[config.mk]
export PLATFORM = sky130hd
export DESIGN_NAME = breakout_renderer
export DESIGN_NICKNAME = d
export VERILOG_FILES = /design/src/rtl/breakout_renderer.sv
export SDC_FILE = /design/constraint.sdc
export NUM_CORES = 1
export LEC_CHECK = 0
export CORE_ASPECT_RATIO = 1.2
export CORE_MARGIN = 3
export CORE_UTILIZATION = 35
export CTS_BUF_LIST = sky130_fd_sc_hd__clkbuf_8
export DETAILED_ROUTE_END_ITERATION = 8
export HOLD_SLACK_MARGIN = 0.12
export PLACE_DENSITY = 0.48
export SYNTH_ARGS = -nofsm -noshare
export SYNTH_HDL_FRONTEND = slang
export SYNTH_SLANG_ARGS = --single-unit
[constraint.sdc]
create_clock -name clk -period 10.6 [get_ports clk]
set_input_delay 1.59 -clock clk [delete_from_list [all_inputs] [get_ports clk]]
set_output_delay 1.59 -clock clk [all_outputs]
set_load 0.02 [all_outputs]
[src/rtl/breakout_renderer.sv]
// Breakout game state and pixel generator feeding the VGA timing driver's rgbin.
// Game state steps once per frame at the (0,480) blanking tick; rgb lags (x,y) by one clk.
module breakout_renderer #(
    parameter int PADDLE_W     = 64,
    parameter int PADDLE_H     = 8,
    parameter int PADDLE_Y     = 440,
    parameter int PADDLE_SPEED = 4,
    parameter int BALL_SIZE    = 8,
    parameter int BALL_SPEED   = 2,
    parameter int BRICK_ROWS   = 4,
    parameter int BRICK_COLS   = 10,
    parameter int BRICK_H      = 16,
    parameter int BRICK_TOP    = 32,
    parameter int LIVES        = 3
) (
    input  logic       clk,
    input  logic       rst,
    input  logic [9:0] x,
    input  logic [9:0] y,
    input  logic       video_on,
    input  logic       btn_left,
    input  logic       btn_right,
    input  logic       start,
    output logic [7:0] rgb,
    output logic [1:0] lives,
    output logic [5:0] score,
    output logic [1:0] phase
);
    typedef enum logic [1:0] {SERVE = 2'd0, PLAY = 2'd1, WIN = 2'd2, OVER = 2'd3} phase_e;

    localparam int         NB       = BRICK_ROWS * BRICK_COLS;
    localparam int         IW       = $clog2(NB);
    localparam logic [9:0] PAD_W    = 10'(PADDLE_W);
    localparam logic [9:0] PAD_H    = 10'(PADDLE_H);
    localparam logic [9:0] PAD_Y    = 10'(PADDLE_Y);
    localparam logic [9:0] PAD_SPD  = 10'(PADDLE_SPEED);
    localparam logic [9:0] PAD_MAX  = 10'(640 - PADDLE_W);
    localparam logic [9:0] PAD_INIT = 10'((640 - PADDLE_W) / 2);
    localparam logic [9:0] BSZ      = 10'(BALL_SIZE);
    localparam logic [9:0] BHALF    = 10'(BALL_SIZE / 2);
    localparam logic [9:0] BSPD     = 10'(BALL_SPEED);
    localparam logic [9:0] SERVE_X  = 10'(PADDLE_W / 2 - BALL_SIZE / 2);
    localparam logic [9:0] SERVE_Y  = 10'(PADDLE_Y - BALL_SIZE);
    localparam logic [9:0] RWALL    = 10'(640 - BALL_SIZE - BALL_SPEED);
    localparam logic [9:0] FLOOR    = 10'(480 - BALL_SIZE);
    localparam logic [9:0] WALL_T   = 10'(BRICK_TOP);
    localparam logic [9:0] WALL_B   = 10'(BRICK_TOP + BRICK_ROWS * BRICK_H);
    localparam logic [1:0] LIVES_I  = 2'(LIVES);

    phase_e        phase_q;
    logic [1:0]    lives_q;
    logic [5:0]    score_q;
    logic [9:0]    paddle_x_q, paddle_x_d;
    logic [9:0]    ball_x_q, ball_y_q;
    logic          dx_pos_q, dy_down_q;
    logic [NB-1:0] bricks_q;
    logic [7:0]    rgb_q;
    logic          at_vb_q;

    // Bricks are 64 px wide, so the column is simply the top four bits of x.
    function automatic logic [IW-1:0] cell_of(input logic [3:0] col, input logic [9:0] rel_y);
        return IW'((32'(rel_y) / 32'(BRICK_H)) * 32'(BRICK_COLS) + 32'(col));
    endfunction

    function automatic logic in_wall(input logic [3:0] col, input logic [9:0] py);
        return (py >= WALL_T) && (py < WALL_B) && (32'(col) < 32'(BRICK_COLS));
    endfunction

    // The driver holds each pixel for two clks, so the tick needs an edge on (0,480).
    logic at_vb, tick;
    assign at_vb = (x == 10'd0) && (y == 10'd480);
    assign tick  = at_vb && !at_vb_q;

    // ---------------- render path ----------------
    logic [9:0]    pix_ry;
    logic [31:0]   pix_row;
    logic [IW-1:0] pix_cell;
    logic          in_ball, in_pad, in_brick;
    logic [7:0]    pix;

    always_comb begin
        pix_ry   = y - WALL_T;
        pix_row  = 32'(pix_ry) / 32'(BRICK_H);
        pix_cell = cell_of(x[9:6], pix_ry);
        in_ball  = (x >= ball_x_q) && (x < ball_x_q + BSZ) &&
                   (y >= ball_y_q) && (y < ball_y_q + BSZ);
        in_pad   = (x >= paddle_x_q) && (x < paddle_x_q + PAD_W) &&
                   (y >= PAD_Y) && (y < PAD_Y + PAD_H);
        in_brick = in_wall(x[9:6], y) && bricks_q[pix_cell] && (x[5:0] != 6'd63) &&
                   (32'(pix_ry) % 32'(BRICK_H) != 32'(BRICK_H - 1));
        pix = 8'h00;
        if (!video_on)   pix = 8'h00;
        else if (in_ball) pix = 8'hFC;
        else if (in_pad)  pix = 8'hFF;
        else if (in_brick) begin
            case (pix_row)
                32'd0:   pix = 8'hE0;
                32'd1:   pix = 8'hF0;
                32'd2:   pix = 8'h1C;
                default: pix = 8'h03;
            endcase
        end
    end

    // ---------------- per-frame physics ----------------
    always_comb begin
        paddle_x_d = paddle_x_q;
        if (btn_left && !btn_right)
            paddle_x_d = (paddle_x_q > PAD_SPD) ? paddle_x_q - PAD_SPD : 10'd0;
        else if (btn_right && !btn_left)
            paddle_x_d = (paddle_x_q + PAD_SPD > PAD_MAX) ? PAD_MAX : paddle_x_q + PAD_SPD;
    end

    logic [9:0]    cx, cy, bx_n, by_n;
    logic [IW-1:0] hit_cell;
    logic          brick_hit, hit_l, hit_r, hit_t, hit_pad, miss, dx_n, dy_n;
    logic [NB-1:0] bricks_n;

    always_comb begin
        cx        = ball_x_q + BHALF;
        cy        = ball_y_q + BHALF;
        hit_cell  = cell_of(cx[9:6], cy - WALL_T);
        brick_hit = in_wall(cx[9:6], cy) && bricks_q[hit_cell];
        bricks_n  = bricks_q;
        if (brick_hit) bricks_n[hit_cell] = 1'b0;
        hit_l   = !dx_pos_q && (ball_x_q <= BSPD);
        hit_r   = dx_pos_q && (ball_x_q >= RWALL);
        hit_t   = !dy_down_q && (ball_y_q <= BSPD);
        // Paddle has already moved this tick, so test against its new position.
        hit_pad = dy_down_q && (ball_y_q + BSZ >= PAD_Y) && (ball_y_q + BSZ <= PAD_Y + PAD_H) &&
                  (cx >= paddle_x_d) && (cx < paddle_x_d + PAD_W);
        miss    = dy_down_q && (ball_y_q >= FLOOR);
        dx_n    = hit_l ? 1'b1 : (hit_r ? 1'b0 : dx_pos_q);
        dy_n    = hit_t ? 1'b1 : (brick_hit ? ~dy_down_q : (hit_pad ? 1'b0 : dy_down_q));
        bx_n    = dx_n ? ball_x_q + BSPD : ball_x_q - BSPD;
        by_n    = dy_n ? ball_y_q + BSPD : ball_y_q - BSPD;
    end

    always_ff @(posedge clk or posedge rst) begin
        if (rst) begin
            rgb_q      <= 8'h00;
            at_vb_q    <= 1'b0;
            phase_q    <= SERVE;
            lives_q    <= LIVES_I;
            score_q    <= 6'd0;
            paddle_x_q <= PAD_INIT;
            ball_x_q   <= PAD_INIT + SERVE_X;
            ball_y_q   <= SERVE_Y;
            dx_pos_q   <= 1'b1;
            dy_down_q  <= 1'b0;
            bricks_q   <= '1;
        end else begin
            rgb_q   <= pix;
            at_vb_q <= at_vb;
            if (tick) begin
                paddle_x_q <= paddle_x_d;
                case (phase_q)
                    SERVE: begin
                        ball_x_q <= paddle_x_d + SERVE_X;
                        ball_y_q <= SERVE_Y;
                        if (start) begin
                            phase_q   <= PLAY;
                            dx_pos_q  <= 1'b1;
                            dy_down_q <= 1'b0;
                        end
                    end
                    PLAY: begin
                        if (miss) begin
                            lives_q <= lives_q - 2'd1;
                            phase_q <= (lives_q == 2'd1) ? OVER : SERVE;
                        end else begin
                            ball_x_q  <= bx_n;
                            ball_y_q  <= by_n;
                            dx_pos_q  <= dx_n;
                            dy_down_q <= dy_n;
                            bricks_q  <= bricks_n;
                            if (brick_hit) begin
                                score_q <= score_q + 6'd1;
                                if (bricks_n == '0) phase_q <= WIN;
                            end
                        end
                    end
                    default: begin
                        if (start) begin
                            phase_q   <= SERVE;
                            lives_q   <= LIVES_I;
                            score_q   <= 6'd0;
                            bricks_q  <= '1;
                            ball_x_q  <= paddle_x_d + SERVE_X;
                            ball_y_q  <= SERVE_Y;
                            dx_pos_q  <= 1'b1;
                            dy_down_q <= 1'b0;
                        end
                    end
                endcase
            end
        end
    end

    assign rgb   = rgb_q;
    assign lives = lives_q;
    assign score = score_q;
    assign phase = phase_q;
endmodule

==> results.yml <==
run_status:
  status: "completed"
final_layout:
  layout-drive-gt1-share_pct: 10.3
  finalNonFillerCells: 1444
  layout_common_cells: "nand2_1, o21ai_0, ha_1"
  seq_area_mm2: 0.00222
  final_cell_area_mm2: 0.0100
  nets: 1242
  fillCellCount: 2633
  diodes: 0
  multiInputGateArea_mm2: 0.00641
  final_util_pct: 39.3
  final_common_cell: "nand2_1"
  area_delta_synth_final_pct: 10.0
worst_setup_path:
  crit_required_ns: 10.89
  path_cells: "ha_1 -> nand4_1 -> xnor2_1 -> ha_1 -> inv_1 -> fa_1 -> nand2b_1 -> o22ai_1 -> mux2_2 -> a211oi_1 -> nand2_1 -> a211oi_1 -> o2111ai_1 -> or4_1 -> or4_1 -> and2_1"
  critPathMaxStageDelay_ns: 1.29
  end_kind: "flop"
  crit_arrival_ns: 7.10
  start_kind: "flop"
  critPathBufInv: 1
  worstPathMaxFanout: 30
  path_depth: 16
  ff2ff_path_depth: 16
  worstSetupPathType: "flop to flop"
  cpLargestDelayFamily: "simple AND/OR/NAND/NOR gates"
  crit_path_top_delay_cell: "fa_1"
clock_tree:
  max-clock-path-buffers: 2
  clk-insertion-delay-late_ns: 0.40
  clock_sinks: 86
  cts_hold_buf: 0
  cts_setup_buffers: 0
  cts_tree: "done"
  ctsResizeCount: 0
  cts_made_buffers: 9
  root_buffer: "clkbuf_8"
  clkTransAtPathRegs_ns: 0.11
  h-tree-depth: 3
power:
  power.leakage_nw: 4.22
  irDropWorstVdd_mv: 0.0461
  power_density_mw_per_mm2: 70.9
synth:
  synth_edf_count: 0
  syn_area_mm2: 0.00912
  synth_top_family_by_area: "compound AO/OA/AOI/OAI gates"
  synthAdderAreaFrac_pct: 15.0
  synth_xor_area_share_pct: 6.57
  ys_warn_count: 0
  synthMuxAreaShare_pct: 6.46
  synthFlopType: "dfstp_2"
  synth_compound_area_share_pct: 22.3
  synthesis.nets: 1235
  async_flop_share_pct: 100
  syn_avg_cell_area_um2: 8.28
  seq_area_frac_synth_pct: 24.3
  yosysUniqueCellTypes: 82
  syn_inst: 1102
  synth_seq_cells: 86
  yosys.area_share.simple_pct: 20.0
floorplan:
  rows: 64
  die_h_um: 183
  start_util_pct: 35.7
  core_area_mm2: 0.0255
  die_w_um: 153
  die_area_mm2: 0.0280
  pin_count: 44
detailed_routing:
  post_drt_via_cell_ratio: 5.92
  dr.pass1.iters: 7
  wirelength_um: 30600
  drt_iter0_markers: 565
  post-route-drc-count: 0
  wl_per_cell_um: 21.2
  vias: 8542
  ant_nets: 0
sta:
  rsz0062_at_grt: "false"
  max-slew-margin-rel_pct: 21.0
  slew_violations: 0
  hold_ws_ns: 0.502
  skew_ns: 0.0250
  period_share_pct: 64.2
  setup_violations: 0
  fin_crit_ns: 6.81
  finalHoldViolations: 0
  fmax_mhz: 147
  worst_pin_slew_ns: 1.18
  fin_tns_setup_ns: 0
placement:
  place_area_mm2: 0.00979
  io_buffers: 43
  dp_cells: 1428
  gp_congestion: 0.910
  dp_hpwl_um: 23100
global_routing:
  grt_pass1_vias: 8442
  grtUsageTotal_pct: 21.7
  grt_max_degree: 57
  grt_overflow: 0
  antenna_found_initial: 0
  grt_pass1_wl_um: 48500
flow_run:
  drv_cap: 0
worst_hold_path:
  hold_path_class: "flop to flop"
  hold_depth: 2
==> state kept, by name (all words and copies together), names as in the netlist <==
| register | flops |
|---|---|
| score | 6 |
| at_vb_q | 1 |
| rgb | 4 |
| phase | 2 |
| ball_x_q | 10 |
| paddle_x_q | 10 |
| ball_y_q | 9 |
| lives | 2 |
| bricks_q | 40 |
| dy_down_q | 1 |
| dx_pos_q | 1 |
==> cells by family (layout without fill, tap and decap cells) <==
| kind of cell | count (synthesis) | after routing |
|---|---|---|
| and+or+nand+nor | 376 | 376 |
| AOI/OAI and AO/OA | 311 | 311 |
| buffers and inverters | 120 | 132 |
| adders and majority gates | 108 | 108 |
| DFF | 86 | 86 |
| xor gates and xnor gates | 63 | 63 |
| muxes | 38 | 38 |
==> synth_stat cells (5+ instances only) <==
cell type / number / area, um2
a211oi_1: 14 / 105
a21o_1: 18 / 135
a21oi_1: 43 / 215
a31oi_1: 10 / 62.6
and2_1: 8 / 50.1
and3_1: 10 / 62.6
buf_2: 9 / 45.0
clkbuf_1: 41 / 154
dfrtp_1: 32 / 801
dfstp_2: 54 / 1420
ha_1: 105 / 1310
inv_1: 59 / 221
mux2i_1: 18 / 180
mux4_2: 16 / 360
nand2_1: 119 / 447
nand2b_1: 10 / 62.6
nand3_1: 48 / 240
nand4_1: 18 / 113
nor2_1: 73 / 274
nor2b_1: 7 / 43.8
nor3_1: 31 / 155
nor3b_1: 6 / 45.0
nor4_1: 9 / 56.3
o211ai_1: 6 / 45.0
o21a_1: 10 / 75.1
o21ai_0: 106 / 531
o21ai_1: 5 / 25.0
o21bai_1: 5 / 37.5
o22ai_1: 13 / 81.3
o31a_1: 5 / 43.8
o31ai_1: 8 / 60.1
o41ai_1: 10 / 87.6
or2_2: 5 / 31.3
or3_1: 12 / 75.1
or4_1: 7 / 52.6
xnor2_1: 45 / 394
xor2_1: 15 / 131
==> per-layer routing <==
| metal | vias to the layer above | wire length (um) | global-route usage, % |
|---|---|---|---|
| met4 | 0 | 1180 | 8.90 |
| met1 | 4160 | 13200 | 27.1 |
| met5 | - | 0 | 0 |
| met2 | 251 | 15000 | 38.1 |
| li1 | 4067 | - | - |
| met3 | 64 | 1170 | 2.83 |
==> area by class of cell <==
type                       instances  area share, %
multi-input combinational        896           63.9
sequential                        86           22.1
timing repair buffer              54           5.11
tap                              330           4.12
inverter                          62           2.33
clock buffer                       9           1.23
clock inverter                     7           1.15
==> power by group <==
group / switching, mW / internal (mW)
Sequential: 0.000222 / 0.329
Combinational: 0.0521 / 0.0378
Clock: 0.136 / 0.156
==> worst paths after layout <==
check | start | to | slack (ns)
min in group asynchronous | rst | ball_y_q[2] | 1.59
worst max-delay path | ball_x_q[4] | phase[0] | 3.79
worst min-delay path | bricks_q[5] | bricks_q[5] | 0.50
worst max register to register | ball_x_q[4] | phase[0] | 3.79
worst min register to register | bricks_q[5] | bricks_q[5] | 0.50
max in group asynchronous | rst | score[5] | 7.84
==> per-stage QoR <==
stage               power, mW  setup WS [ns]
floorplan               0.390           5.50
global placement        0.425           3.98
detailed placement      0.426           3.88
CTS                     0.726           3.86
global route            0.747           3.51
finish                  0.711           3.79
==> worst min-delay path: stages, from the launching register on <==
cell     delay (ns)
dfstp_2        0.38
o21ai_0        0.07
nand2_1        0.06
(Power assumes the default switching activity.)
